[src/rtl/mipi_csi_pkg.sv]
// ============================================================================
// Module   : mipi_csi_pkg
// Brief    : Shared CSI-2 constants, frame FSM state type and error bit map.
// Revision : 1.0
// ============================================================================
`default_nettype none

package mipi_csi_pkg;

  localparam logic [7:0] SYNC_BYTE = 8'hB8;

  localparam logic [7:0] DT_FS    = 8'h00;
  localparam logic [7:0] DT_FE    = 8'h01;
  localparam logic [7:0] DT_LS    = 8'h02;
  localparam logic [7:0] DT_LE    = 8'h03;
  localparam logic [7:0] DT_RAW10 = 8'h2B;
  localparam logic [7:0] DT_RAW12 = 8'h2C;
  localparam logic [7:0] DT_RAW14 = 8'h2D;

  typedef enum logic [1:0] {
    ST_IDLE    = 2'd0,
    ST_WAIT_FS = 2'd1,
    ST_FRAME   = 2'd2
  } frame_state_t;

  localparam int ERR_LINE_LEN    = 0;
  localparam int ERR_LINE_CNT    = 1;
  localparam int ERR_FS_IN_FRAME = 2;
  localparam int ERR_TIMEOUT     = 3;

  // Two bytes per beat on a 2-lane link; pins at all-ones instead of wrapping.
  function automatic logic [15:0] sat_add2(input logic [15:0] value);
    sat_add2 = (value >= 16'hFFFE) ? 16'hFFFF : value + 16'd2;
  endfunction

endpackage

`default_nettype wire

[src/rtl/mipi_csi_short_packet_detect.sv]
// ============================================================================
// Module   : mipi_csi_short_packet_detect
// Brief    : Spots sync byte + DataID on lane 0; emits registered FS/FE/LS/LE.
// Revision : 1.0
// ============================================================================
`default_nettype none

module mipi_csi_short_packet_detect
  import mipi_csi_pkg::*;
(
  input  logic       clk_i,
  input  logic       reset_n_i,
  input  logic       data_valid_i,
  input  logic [7:0] data_byte_i,
  output logic       fs_o,
  output logic       fe_o,
  output logic       ls_o,
  output logic       le_o
);

  logic r_sync_seen;
  logic w_id_cycle;

  // The DataID must arrive on the very next clock; a gap drops r_sync_seen.
  assign w_id_cycle = r_sync_seen && data_valid_i;

  always_ff @(posedge clk_i or negedge reset_n_i) begin
    if (!reset_n_i) begin
      r_sync_seen <= 1'b0;
      fs_o        <= 1'b0;
      fe_o        <= 1'b0;
      ls_o        <= 1'b0;
      le_o        <= 1'b0;
    end else begin
      r_sync_seen <= data_valid_i && (data_byte_i == SYNC_BYTE);
      fs_o        <= w_id_cycle && (data_byte_i == DT_FS);
      fe_o        <= w_id_cycle && (data_byte_i == DT_FE);
      ls_o        <= w_id_cycle && (data_byte_i == DT_LS);
      le_o        <= w_id_cycle && (data_byte_i == DT_LE);
    end
  end

endmodule

`default_nettype wire

[src/rtl/mipi_csi_rx_frame_controller_8b2lane.sv]
// ============================================================================
// Module   : mipi_csi_rx_frame_controller_8b2lane
// Brief    : Frame/line sequencer, decoder valid gating and line/frame checks.
//            Optional watchdog: define MIPI_CSI_FRAME_TIMEOUT_EN.
// Revision : 1.0
// ============================================================================
`default_nettype none

module mipi_csi_rx_frame_controller_8b2lane
  import mipi_csi_pkg::*;
#(
  parameter int          LINE_CNT_W     = 16,
  parameter int          FRAME_CNT_W    = 16,
  parameter logic [23:0] TIMEOUT_CYCLES = 24'd1000000
) (
  input  logic                   clk_i,
  input  logic                   reset_n_i,
  input  logic                   enable_i,
  input  logic                   data_valid_i,
  input  logic [15:0]            data_i,
  input  logic                   decoder_valid_i,
  input  logic [15:0]            decoder_length_i,
  input  logic [LINE_CNT_W-1:0]  expected_lines_i,
  input  logic [15:0]            expected_bytes_i,
  output logic                   decoder_data_valid_o,
  output logic                   frame_valid_o,
  output logic                   line_valid_o,
  output logic [LINE_CNT_W-1:0]  line_count_o,
  output logic [FRAME_CNT_W-1:0] frame_count_o,
  output logic [3:0]             err_o,
  input  logic                   err_clr_i
);

  frame_state_t           r_state, w_state_next;
  logic                   w_fs, w_fe, w_ls, w_le;
  logic                   r_dv_d, r_dec_d;
  logic [15:0]            r_byte_cnt;
  logic [LINE_CNT_W-1:0]  r_line_cnt, w_line_inc, w_lines_eff;
  logic [FRAME_CNT_W-1:0] r_frame_cnt;
  logic [3:0]             r_err, w_err_set;
  logic                   w_in_frame, w_line_end, w_timeout;
  logic                   w_frame_start, w_frame_end, w_fs_err, w_timeout_exit;
  logic                   w_unused;

  mipi_csi_short_packet_detect u_detect (
    .clk_i        (clk_i),
    .reset_n_i    (reset_n_i),
    .data_valid_i (data_valid_i),
    .data_byte_i  (data_i[7:0]),
    .fs_o         (w_fs),
    .fe_o         (w_fe),
    .ls_o         (w_ls),
    .le_o         (w_le)
  );

  // LS/LE are informational and lane 1 carries no short-packet header.
  assign w_unused = ^{w_ls, w_le, data_i[15:8], decoder_length_i};

  assign w_in_frame  = (r_state == ST_FRAME);
  assign w_line_end  = w_in_frame && r_dec_d && !decoder_valid_i;
  assign w_line_inc  = (&r_line_cnt) ? r_line_cnt : r_line_cnt + 1'b1;
  assign w_lines_eff = w_line_end ? w_line_inc : r_line_cnt;

`ifdef MIPI_CSI_FRAME_TIMEOUT_EN
  logic [23:0] r_wd_cnt;

  always_ff @(posedge clk_i or negedge reset_n_i) begin
    if (!reset_n_i) begin
      r_wd_cnt <= 24'd0;
    end else if (!w_in_frame || data_valid_i) begin
      r_wd_cnt <= 24'd0;
    end else begin
      r_wd_cnt <= r_wd_cnt + 24'd1;
    end
  end

  // Fires on the TIMEOUT_CYCLES-th consecutive idle cycle inside a frame.
  assign w_timeout = w_in_frame && !data_valid_i && (r_wd_cnt == TIMEOUT_CYCLES - 24'd1);
`else
  logic w_unused_timeout;
  assign w_unused_timeout = ^TIMEOUT_CYCLES;
  assign w_timeout        = 1'b0;
`endif

  always_ff @(posedge clk_i or negedge reset_n_i) begin
    if (!reset_n_i) begin
      r_state <= ST_IDLE;
    end else begin
      r_state <= w_state_next;
    end
  end

  always_comb begin
    w_state_next   = r_state;
    w_frame_start  = 1'b0;
    w_frame_end    = 1'b0;
    w_fs_err       = 1'b0;
    w_timeout_exit = 1'b0;
    case (r_state)
      ST_IDLE: begin
        if (enable_i) w_state_next = ST_WAIT_FS;
      end
      ST_WAIT_FS: begin
        if (w_fs) begin
          w_state_next  = ST_FRAME;
          w_frame_start = 1'b1;
        end
      end
      ST_FRAME: begin
        if (w_fs) begin
          w_frame_start = 1'b1;
          w_fs_err      = 1'b1;
        end else if (w_fe) begin
          w_frame_end  = 1'b1;
          w_state_next = enable_i ? ST_WAIT_FS : ST_IDLE;
        end else if (w_timeout) begin
          w_timeout_exit = 1'b1;
          w_state_next   = ST_WAIT_FS;
        end
      end
      default: w_state_next = ST_IDLE;
    endcase
  end

  always_ff @(posedge clk_i or negedge reset_n_i) begin
    if (!reset_n_i) begin
      r_dv_d      <= 1'b0;
      r_dec_d     <= 1'b0;
      r_byte_cnt  <= 16'd0;
      r_line_cnt  <= '0;
      r_frame_cnt <= '0;
    end else begin
      r_dv_d  <= data_valid_i;
      r_dec_d <= decoder_valid_i;
      if (w_frame_start) begin
        r_line_cnt <= '0;
        r_byte_cnt <= 16'd0;
      end else if (w_line_end) begin
        r_line_cnt <= w_line_inc;
        r_byte_cnt <= 16'd0;
      end else if (w_in_frame && decoder_valid_i) begin
        r_byte_cnt <= sat_add2(r_byte_cnt);
      end else if (!w_in_frame) begin
        r_byte_cnt <= 16'd0;
      end
      if (w_frame_end) r_frame_cnt <= r_frame_cnt + 1'b1;
    end
  end

  always_comb begin
    w_err_set                  = 4'd0;
    w_err_set[ERR_LINE_LEN]    = w_line_end && (expected_bytes_i != 16'd0) &&
                                 (r_byte_cnt != expected_bytes_i);
    w_err_set[ERR_LINE_CNT]    = w_frame_end && (expected_lines_i != '0) &&
                                 (w_lines_eff != expected_lines_i);
    w_err_set[ERR_FS_IN_FRAME] = w_fs_err;
    w_err_set[ERR_TIMEOUT]     = w_timeout_exit;
  end

  // A fresh error in the clear cycle survives the clear.
  always_ff @(posedge clk_i or negedge reset_n_i) begin
    if (!reset_n_i) begin
      r_err <= 4'd0;
    end else begin
      r_err <= (r_err & ~{4{err_clr_i}}) | w_err_set;
    end
  end

  assign decoder_data_valid_o = r_dv_d && w_in_frame;
  assign frame_valid_o        = w_in_frame || ((r_state == ST_WAIT_FS) && w_fs);
  assign line_valid_o         = decoder_valid_i && w_in_frame;
  assign line_count_o         = r_line_cnt;
  assign frame_count_o        = r_frame_cnt;
  assign err_o                = r_err;

endmodule

`default_nettype wire

[config.mk]
export PLATFORM = sky130hd
export DESIGN_NAME = mipi_csi_rx_frame_controller_8b2lane
export DESIGN_NICKNAME = d
export VERILOG_FILES = /design/src/rtl/mipi_csi_pkg.sv /design/src/rtl/mipi_csi_short_packet_detect.sv /design/src/rtl/mipi_csi_rx_frame_controller_8b2lane.sv
export SDC_FILE = /design/constraint.sdc
export NUM_CORES = 1
export LEC_CHECK = 0
export ABC_AREA = 0
export CAP_MARGIN = 20
export CORE_ASPECT_RATIO = 0.75
export CORE_MARGIN = 10
export CORE_UTILIZATION = 48
export DETAILED_ROUTE_END_ITERATION = 10
export GPL_TIMING_DRIVEN = 0
export PLACE_DENSITY = 0.81
export SLEW_MARGIN = 10
export SYNTH_ARGS = -nofsm -noshare
export SYNTH_HDL_FRONTEND = slang
export SYNTH_SLANG_ARGS = --single-unit
[constraint.sdc]
create_clock -name clk_i -period 2.8 [get_ports clk_i]
set_input_delay 0.28 -clock clk_i [delete_from_list [all_inputs] [get_ports clk_i]]
set_output_delay 0.28 -clock clk_i [all_outputs]
set_load 0.01 [all_outputs]
==> results of run 1 <==
-- per-layer routing --
metal | vias to the layer above | part of all wire [%] | track usage [%]
li1 | 1669 | - | -
met3 | 16 | 7.8 | 4.841
met1 | 1626 | 43 | 23.31
met2 | 182 | 48 | 29.91
met5 | - | 0 | 0
met4 | 0 | 1.5 | 6.112
-- power by group through the flow --
| stage | sequential [W] | combinational, W | clock (W) |
|---|---|---|---|
| 2_1_floorplan | 0.000966 | 0.000298 | 0 |
| 3_3_place_gp | 0.000963 | 0.000529 | 0 |
| 3_5_place_dp | 0.000964 | 0.000550 | 0 |
| 4_1_cts | 0.000952 | 0.000564 | 0.000771 |
| 5_1_grt | 0.000958 | 0.000661 | 0.000812 |
| 6_report | 0.000950 | 0.000592 | 0.000758 |
-- critical path, delay by kind of cell, from the launching register on --
family                   cells  cell delay (ps)
flip-flops                   1              410
AND/OR/NAND/NOR              4             1190
XOR/XNOR                     1              150
buffers and inverters        2              200
AO/OA/AOI/OAI                2              480
adder cells (fa/ha/maj)      1              150
-- what timing repair did --
action	in CTS	in global routing
pin swaps	4	6
setup endpoints to repair	1	5
resized for setup	14	7
cloned	0	0
buffers inserted	2	8
-- worst max path at each step --
stage | startpoint | endpoint
2_1_floorplan | r_state[0] | err_o[1]
6_report | r_state[0] | err_o[1]
3_5_place_dp | decoder_valid_i | err_o[1]
4_1_cts | r_state[0] | err_o[1]
3_3_place_gp | reset_n_i | line_count_o[8]
5_1_grt | r_state[0] | err_o[1]
-- synth_stat cells (all sizes together), types with 2 or more instances --
cell type / instances / area, um2
o21ai: 31 / 155.2
nand2: 43 / 163.9
nor2b: 3 / 18.77
ha: 8 / 100.1
clkbuf: 8 / 30.03
o2111a: 2 / 22.52
and3b: 2 / 17.52
inv: 17 / 63.81
dfrtp: 59 / 1476
and3: 12 / 75.07
nor3b: 3 / 22.52
nor4: 19 / 125.1
nor3: 10 / 50.05
or3: 5 / 31.28
xor2: 36 / 315.3
mux2i: 2 / 20.02
and2: 3 / 18.77
a21oi: 24 / 120.1
nand4: 15 / 108.9
buf: 5 / 27.53
nor2: 40 / 150.1
nand2b: 5 / 31.28
xnor2: 23 / 201.4
nand3b: 4 / 42.54
or4: 2 / 18.77
nand3: 14 / 70.07
-- final cells by class --
| class | instances | area share (%) |
|---|---|---|
| flip-flops and latches | 59 | 29.83 |
| clock inverters | 6 | 1.364 |
| inverters | 17 | 1.288 |
| clock buffers | 9 | 2.501 |
| plain buffers | 12 | 1.187 |
| well taps | 101 | 2.551 |
| multi-input cells | 323 | 42.84 |
| repair buffers | 94 | 18.44 |
-- registers in the layout (all words and copies together), names as in the netlist --
| name | cells |
|---|---|
| r_dv_d | 1 |
| err_o | 4 |
| u_detect.fs_o | 1 |
| u_detect.fe_o | 1 |
| u_detect.r_sync_seen | 1 |
| r_state | 2 |
| frame_count_o | 16 |
| line_count_o | 16 |
| r_dec_d | 1 |
| r_byte_cnt | 16 |
-- through the flow --
stage                     hold slack, ps  TNS (ps)  instance area [um2]
after floorplan                   -15.59         0                 3632
after CTS                          29.30         0                 4882
after detailed placement           394.4    -328.5                 4597
after global placement             456.7    -26370                 4599
final                             -6.133         0                 4954
after global routing               60.61    -42.94                 4954
-- logic make-up after synthesis --
| logic type | synth area share, % |
|---|---|
| flops | 40.65 |
| compound gates | 11.02 |
| buf+inv | 3.341 |
| fa+ha+maj | 2.756 |
| xor+xnor | 14.23 |
| mux | 0.8612 |
| simple gates | 27.14 |
==> impl_metrics.yaml, run 1 <==
outcome:
  status: "complete, but fails checks"
  violations: "negative hold slack"
sta:
  worst_slack_ps: 65.03
  fin_crit_sh_pct: 97.68
  fin_hold_ws_ps: -6.133
  min_period_ps: 2735
  max_freq_ghz: 0.3656
  report.final.slew_viol_count: 0
  finalClockSkew_ps: 8.129
  rsz0062_at_grt: "true"
  hold_viol: 2
  max-slew-margin-rel_pct: 50.85
  tightestPinTransition_ps: 737.2
  setup_violations: 0
layout:
  area_growth_pct: 36.38
  drive_gt1_share_pct: 10.58
  mostFrequentLayoutCells: "clkdlybuf4s50_1, dfrtp_1, nand2_1"
  fin_util_pct: 67.26
  layout.nets: 594
  layout_commonest_cell: "clkdlybuf4s50_1"
  nFillCells: 608
  multi_input_area_um2: 2122
  register_area_um2: 1478
  n_antenna_cell: 0
  layoutNonFillerInstCount: 621
routing:
  ant_nets: 0
  wl_um: 10420
  routedWlPerCell_um: 16.78
  firstDrtPassIters: 5
  drt_iter0_drc: 373
  vias: 3493
  via_per_inst: 5.625
  drt_drc_violations_left: 0
setup_path:
  ff2ff_setup_slack_ps: 70
  arrival_ps: 2920
  cp_slowest_cell: "dfrtp_1"
  start_kind: "register"
  worst_setup_path_end_kind: "register"
  timing.rr.start: "r_state[0]"
  crit_top_cell: "or3_4"
  r2r_cells: 10
  r2r-end: "err_o[1]"
  path_cells: "inv_2, ha_1, buf_6, nand3b_4, or3_4, or3_4, xnor2_1, a311o_1, nor4_2, a41oi_2"
  slowest_delay_ps: 410
  cp.required_ps: 2990
  crit_path_max_fanout: 5
  crit_type: "reg -> reg"
power:
  internal_power_w: 0.001594
  finalPower_w: 0.002300
  swShare_pct: 30.70
  ir_drop_mv: 0.2730
  p_switching_w: 0.0007062
  p_comb_share_pct: 25.7
  p_clk_share_pct: 32.9
  leakagePower_nw: 2.111
  powerDensity_nw_per_um2: 464.4
  p_seq_share_pct: 41.3
die:
  die_area_um2: 11480
  fp.dieH_um: 95.34
  rows: 27
  start_util_pct: 49.32
  die_w_um: 120.4
  io_pins: 109
  core-area_um2: 7365
synthesis:
  yosysSeqAreaShare_pct: 40.65
  synth_warnings: 0
  synth_edf_count: 0
  ys.flop_type: "dfrtp_1"
  ys_seq_elements: 59
  synthesis.nets: 490
  synthArstFlopShare_pct: 100.0
  postSynthCellCount: 412
  ys_types: 49
  syn_area_um2: 3632
  syn_avg_cell_area_um2: 8.816
global_route:
  first_global_vias: 3468
  grtUsageTotal_pct: 18.35
  grt_start_max_net_pins: 60
  antenna_found_initial: 0
  grt_pass1_wl_um: 17100
  gr-total-overflow: 0
place:
  routabilityCongestion: 0.9398
  io_buffers: 84
  dpl.hpwl_um: 7906
  pre_cts_ws_ps: -328.5
  dpl.cell_count: 597
clock_network:
  insertion_delay_ps: 340
  cts.path.max_buffers: 2
  cts_sinks: 59
  clock-root-buffer: "clkbuf_8"
  cts_made_buffers: 9
  clk_pin_slew_ps: 70
  cts_tree: "done"
  cts_hold_buf: 0
  cts_max_level: 3
run:
  maxCapViolations: 0
worst_hold_path:
  hold_class: "in -> async"
(Power assumes the default switching activity.)
==> inputs of run 2 (changes only) <==
--- a/config.mk
+++ b/config.mk
@@ -6,13 +6,13 @@
 export NUM_CORES = 1
 export LEC_CHECK = 0
 export ABC_AREA = 0
-export CAP_MARGIN = 20
 export CORE_ASPECT_RATIO = 0.75
 export CORE_MARGIN = 10
 export CORE_UTILIZATION = 48
 export DETAILED_ROUTE_END_ITERATION = 10
 export GPL_TIMING_DRIVEN = 0
 export PLACE_DENSITY = 0.81
+export REMOVE_ABC_BUFFERS = 1
 export SLEW_MARGIN = 10
 export SYNTH_ARGS = -nofsm -noshare
 export SYNTH_HDL_FRONTEND = slang
==> run 2 against run 1 <==
The flow still finishes with violations (negative hold slack); die area did not move; non-clock buffer count decreased by 22; worst hold slack lost 3.2 ps; global-route usage decreased by 0.52 points; register-to-register slack got worse by 60 ps; sequential cell count is the same; count of clock-buffer cells in the layout increased by 1; critical path depth shrank 1; worst setup slack got worse by 58 ps; final cell count is 3.4% lower; utilization is 2.1 points lower; largest power group unchanged.
==> impl_metrics.yaml, run 2 (synthesis gave the netlist of run 1 again) <==
routing:
  drt_iter0_drc: 333
  routedWlPerCell_um: 16.74
  ant_nets: 0
  firstDrtPassIters: 6
  wl_um: 10040
  vias: 3451
  via_per_inst: 5.752
  drt_drc_violations_left: 0
setup_path:
  cp.required_ps: 3000
  slowest_delay_ps: 450
  start_kind: "register"
  crit_path_max_fanout: 10
  cp-startpoint: "r_state[0]"
  worst_setup_path_end_kind: "register"
  crit_type: "reg -> reg"
  cp_slowest_cell: "or3_1"
  arrival_ps: 2990
  path_cells: "inv_1, ha_4, nand3b_4, or3_1, or3_4, xnor2_1, a311o_1, nor4_1, a41oi_1"
  timing.rr.start: "r_state[0]"
global_route:
  grtUsageTotal_pct: 17.83
  first_global_vias: 3326
  grt_pass1_wl_um: 16570
  grt_util_met2_pct: 28.23
  grt_util_met3_pct: 5.667
  antenna_found_initial: 0
  grt_start_max_net_pins: 60
  busiest_layer: "met2"
  use_met1_pct: 22.61
  gr-total-overflow: 0
sta:
  hold_viol: 9
  finalClockSkew_ps: 9.268
  max-slew-margin-rel_pct: 46.40
  report.final.slew_viol_count: 0
  worst_slack_ps: 7.345
  tightestPinTransition_ps: 802.3
  setup_violations: 0
  rsz0062_at_grt: "true"
  min_period_ps: 2793
  fin_crit_sh_pct: 99.74
  fin_hold_ws_ps: -9.323
  max_freq_ghz: 0.3581
layout:
  nFillCells: 597
  area_growth_pct: 32.07
  drive_gt1_share_pct: 6.613
  layout_commonest_cell: "clkdlybuf4s50_1"
  n_antenna_cell: 0
  mostFrequentLayoutCells: "clkdlybuf4s50_1, dfrtp_1, nand2_1"
  layout.nets: 572
die:
  die_area_um2: 11480
  die_w_um: 120.4
  rows: 27
  core-area_um2: 7365
  start_util_pct: 49.32
  io_pins: 109
  fp.dieH_um: 95.34
clock_network:
  cts_sinks: 59
  clock-root-buffer: "clkbuf_8"
  cts_hold_buf: 0
  cts_tree: "done"
  cts_made_buffers: 9
  cts_max_level: 3
  insertion_delay_ps: 340
  cts.path.max_buffers: 2
  clk_pin_slew_ps: 70
place:
  pre_cts_ws_ps: -263.4
  dpl.hpwl_um: 7579
  routabilityCongestion: 0.9035
  io_buffers: 84
power:
  leakagePower_nw: 2.003
  powerDensity_nw_per_um2: 480.2
  ir_drop_mv: 0.3316
outcome:
  violations: "negative hold slack"
  status: "complete, but fails checks"
worst_hold_path:
  hold_class: "in -> async"
run:
  maxCapViolations: 0
==> run 2: cell types whose count changed in the layout (fill, tap and decap cells not counted), sizes merged <==
cell / delta
clkbuf: -6
clkinv: -2
clkinvlp: +2
buf: -15
==> run 2: repair_timing <==
item / 4_1_cts / 5_1_grt
endpoints found under the setup margin: 1 / 14
setup buffers: 0 / 0
hold endpoints to repair: 0 / 0
resized for setup: 7 / 3
==> run 2: critical path, delay by kind of cell (launching register included) <==
kind | cells | cell delay [ps]
simple gates | 4 | 1240
compound gates | 2 | 450
flops | 1 | 420
fa+ha+maj | 1 | 210
xor+xnor | 1 | 170
buf+inv | 1 | 150
==> run 2: layout make-up <==
cell class / count / area, um2 / share of cell area, %
multi-input combinational: 323 / 2090 / 43.56
inverter: 17 / 63.81 / 1.330
timing repair buffer: 84 / 838.3 / 17.48
tap: 101 / 126.4 / 2.634
sequential: 59 / 1476 / 30.78
clock buffer: 10 / 137.6 / 2.869
clock inverter: 6 / 65.06 / 1.356
==> run 2: report_power, final <==
group / internal [W] / switching [W]
Combinational: 0.000267 / 0.000281
Clock: 0.000433 / 0.000361
Sequential: 0.000895 / 0.0000663
Total: 0.00159 / 0.000709
==> run 2: metal layers <==
| layer | vias up | wire, um |
|---|---|---|
| met1 | 1633 | 4290 |
| met4 | 0 | 251 |
| met5 | - | 0 |
| met2 | 171 | 4605 |
| li1 | 1621 | - |
| met3 | 26 | 894 |
==> run 2: path summary, 6_finish.rpt <==
check / to / slack [ps] / cells past startpoint
min in group clk_i: r_dv_d / 430 / 1
max in group asynchronous: line_count_o[4] / 2330 / 1
setup / recovery: err_o[1] / 7 / 9
hold / removal: r_byte_cnt[1] / -9 / 1
setup reg to reg: err_o[1] / 7 / 9
hold reg to reg: frame_count_o[15] / 470 / 1
==> run 2: metrics by stage <==
| step | area (um2) | utilization, % | TNS (ps) | power (W) | cells |
|---|---|---|---|---|---|
| finish | 4797 | 65.14 | 0 | 0.002304 | 600 |
| global route | 4797 | 65.14 | -112.6 | 0.002425 | 600 |
| CTS | 4781 | 64.92 | 0 | 0.002316 | 600 |
| detailed placement | 4539 | 61.64 | -263.4 | 0.001506 | 584 |
| global placement | 4542 | 61.67 | -24690 | 0.001480 | 584 |
| floorplan | 3575 | - | 0 | 0.001252 | 399 |
==> inputs of run 3 (changes only) <==
--- a/config.mk
+++ b/config.mk
@@ -6,9 +6,11 @@
 export NUM_CORES = 1
 export LEC_CHECK = 0
 export ABC_AREA = 0
+export CELL_PAD_IN_SITES_DETAIL_PLACEMENT = 0
+export CELL_PAD_IN_SITES_GLOBAL_PLACEMENT = 1
 export CORE_ASPECT_RATIO = 0.75
 export CORE_MARGIN = 10
-export CORE_UTILIZATION = 48
+export CORE_UTILIZATION = 35
 export DETAILED_ROUTE_END_ITERATION = 10
 export GPL_TIMING_DRIVEN = 0
 export PLACE_DENSITY = 0.81
==> run 3 against run 2 <==
Combinational power is essentially flat; non-clock buffer count grew 1; utilization shrank 16 points; die area grew 30%; the run now ends clean.
==> impl_metrics.yaml, run 3 (synthesis gave the netlist of run 1 again) <==
layout:
  n_antenna_cell: 0
  mostFrequentLayoutCells: "clkdlybuf4s50_1, dfrtp_1, nand2_1"
  area_growth_pct: 37.93
  layout.nets: 573
  fin_util_pct: 49.07
  layout_commonest_cell: "clkdlybuf4s50_1"
  drive_gt1_share_pct: 7.400
setup_path:
  cp.required_ps: 2990
  start_kind: "register"
  crit_type: "reg -> reg"
  crit_path_max_fanout: 6
  arrival_ps: 2850
  worst_setup_path_end_kind: "register"
global_route:
  grt_pass1_wl_um: 16610
  antenna_found_initial: 0
  grt_start_max_net_pins: 60
  grtUsageTotal_pct: 13.94
  gr-total-overflow: 0
  first_global_vias: 3337
sta:
  hold_viol: 0
  report.final.slew_viol_count: 0
  max_freq_ghz: 0.3757
  setup_violations: 0
  tightestPinTransition_ps: 797.7
  rsz0062_at_grt: "false"
  finalClockSkew_ps: 4.743
  max-slew-margin-rel_pct: 46.41
  min_period_ps: 2662
  fin_crit_sh_pct: 95.06
clock_network:
  clock-root-buffer: "clkbuf_16"
  clk_pin_slew_ps: 50
  cts_sinks: 59
  cts_tree: "done"
  cts_max_level: 3
  cts.path.max_buffers: 2
  cts_made_buffers: 9
  insertion_delay_ps: 330
  cts_hold_buf: 0
outcome:
  status: "finished clean"
die:
  rows: 32
  io_pins: 109
  fp.dieH_um: 108.2
  core-area_um2: 10210
  die_w_um: 137.6
  start_util_pct: 35.58
  die_area_um2: 14900
power:
  powerDensity_nw_per_um2: 557.1
  ir_drop_mv: 0.2720
  finalPower_w: 0.002791
  leakagePower_nw: 2.102
routing:
  ant_nets: 0
  wl_um: 10260
  firstDrtPassIters: 4
  routedWlPerCell_um: 16.14
  via_per_inst: 5.274
  drt_drc_violations_left: 0
  drt_iter0_drc: 157
  vias: 3354
place:
  routabilityCongestion: 0.9005
  io_buffers: 84
  dpl.hpwl_um: 7804
worst_hold_path:
  hold_class: "in -> async"
run:
  maxCapViolations: 0
## run 3: metal layers
| layer | up-vias | part of all wire (%) | global-route usage, % |
|---|---|---|---|
| li1 | 1620 | - | - |
| met1 | 1638 | 45 | 17.92 |
| met2 | 85 | 46 | 21.71 |
| met3 | 11 | 7.6 | 4.773 |
| met4 | 0 | 1.1 | 4.129 |
| met5 | - | 0 | 0 |
## run 3: area by class of cell
type,count,area (um2)
Clock buffer,11,242.7
Clock inverter,5,100.1
Fill cell,973,5200
Inverter,17,63.81
Multi-Input combinational cell,323,2110
Sequential cell,59,1478
Tap cell,136,170.2
Timing Repair Buffer,85,845.8
## run 3: worst paths after layout
path | startpoint | to | slack (ps) | cells after the start
worst max-delay path | line_count_o[1] | err_o[1] | 140 | 8
worst min-delay path | reset_n_i | line_count_o[9] | 20 | 1
worst max register to register | line_count_o[1] | err_o[1] | 140 | 8
worst min register to register | frame_count_o[15] | frame_count_o[15] | 490 | 1
max in group asynchronous | reset_n_i | line_count_o[0] | 2210 | 1
min in group clk_i | data_valid_i | r_dv_d | 460 | 1
## run 3: where the power goes
| group | total (W) | switching [W] | leakage [nW] | internal (W) |
|---|---|---|---|---|
| combinational | 0.000552 | 0.000283 | 1.13 | 0.000269 |
| clock | 0.00127 | 0.000378 | 0.169 | 0.000889 |
| sequential | 0.000971 | 0.0000733 | 0.807 | 0.000898 |
## run 3: worst max-delay path: stages, from the launching register on
cell,delay [ps]
dfrtp_1,450
ha_1,300
nand3_4,150
or4_4,520
nand2_2,110
nor3_1,70
or4b_1,540
nor4_1,260
a41oi_1,140
## run 3: per-stage QoR
step	instances	hold WS, ps	worst slack (ps)	instance area, um2	setup TNS [ps]
finish	636	18.87	138.2	5010	0
global route	636	98.88	14.35	5010	0
CTS	635	59.42	45.61	4962	0
detailed placement	619	414.5	-236.3	4583	-236.3
global placement	619	460.5	-618.1	4586	-36360
floorplan	399	-15.59	208.2	3575	0
## run 3: timing repair
item                       4_1_cts  5_1_grt
resized for setup                7        9
pin swaps                        0        1
buffers inserted                 0        1
setup endpoints to repair        1       14
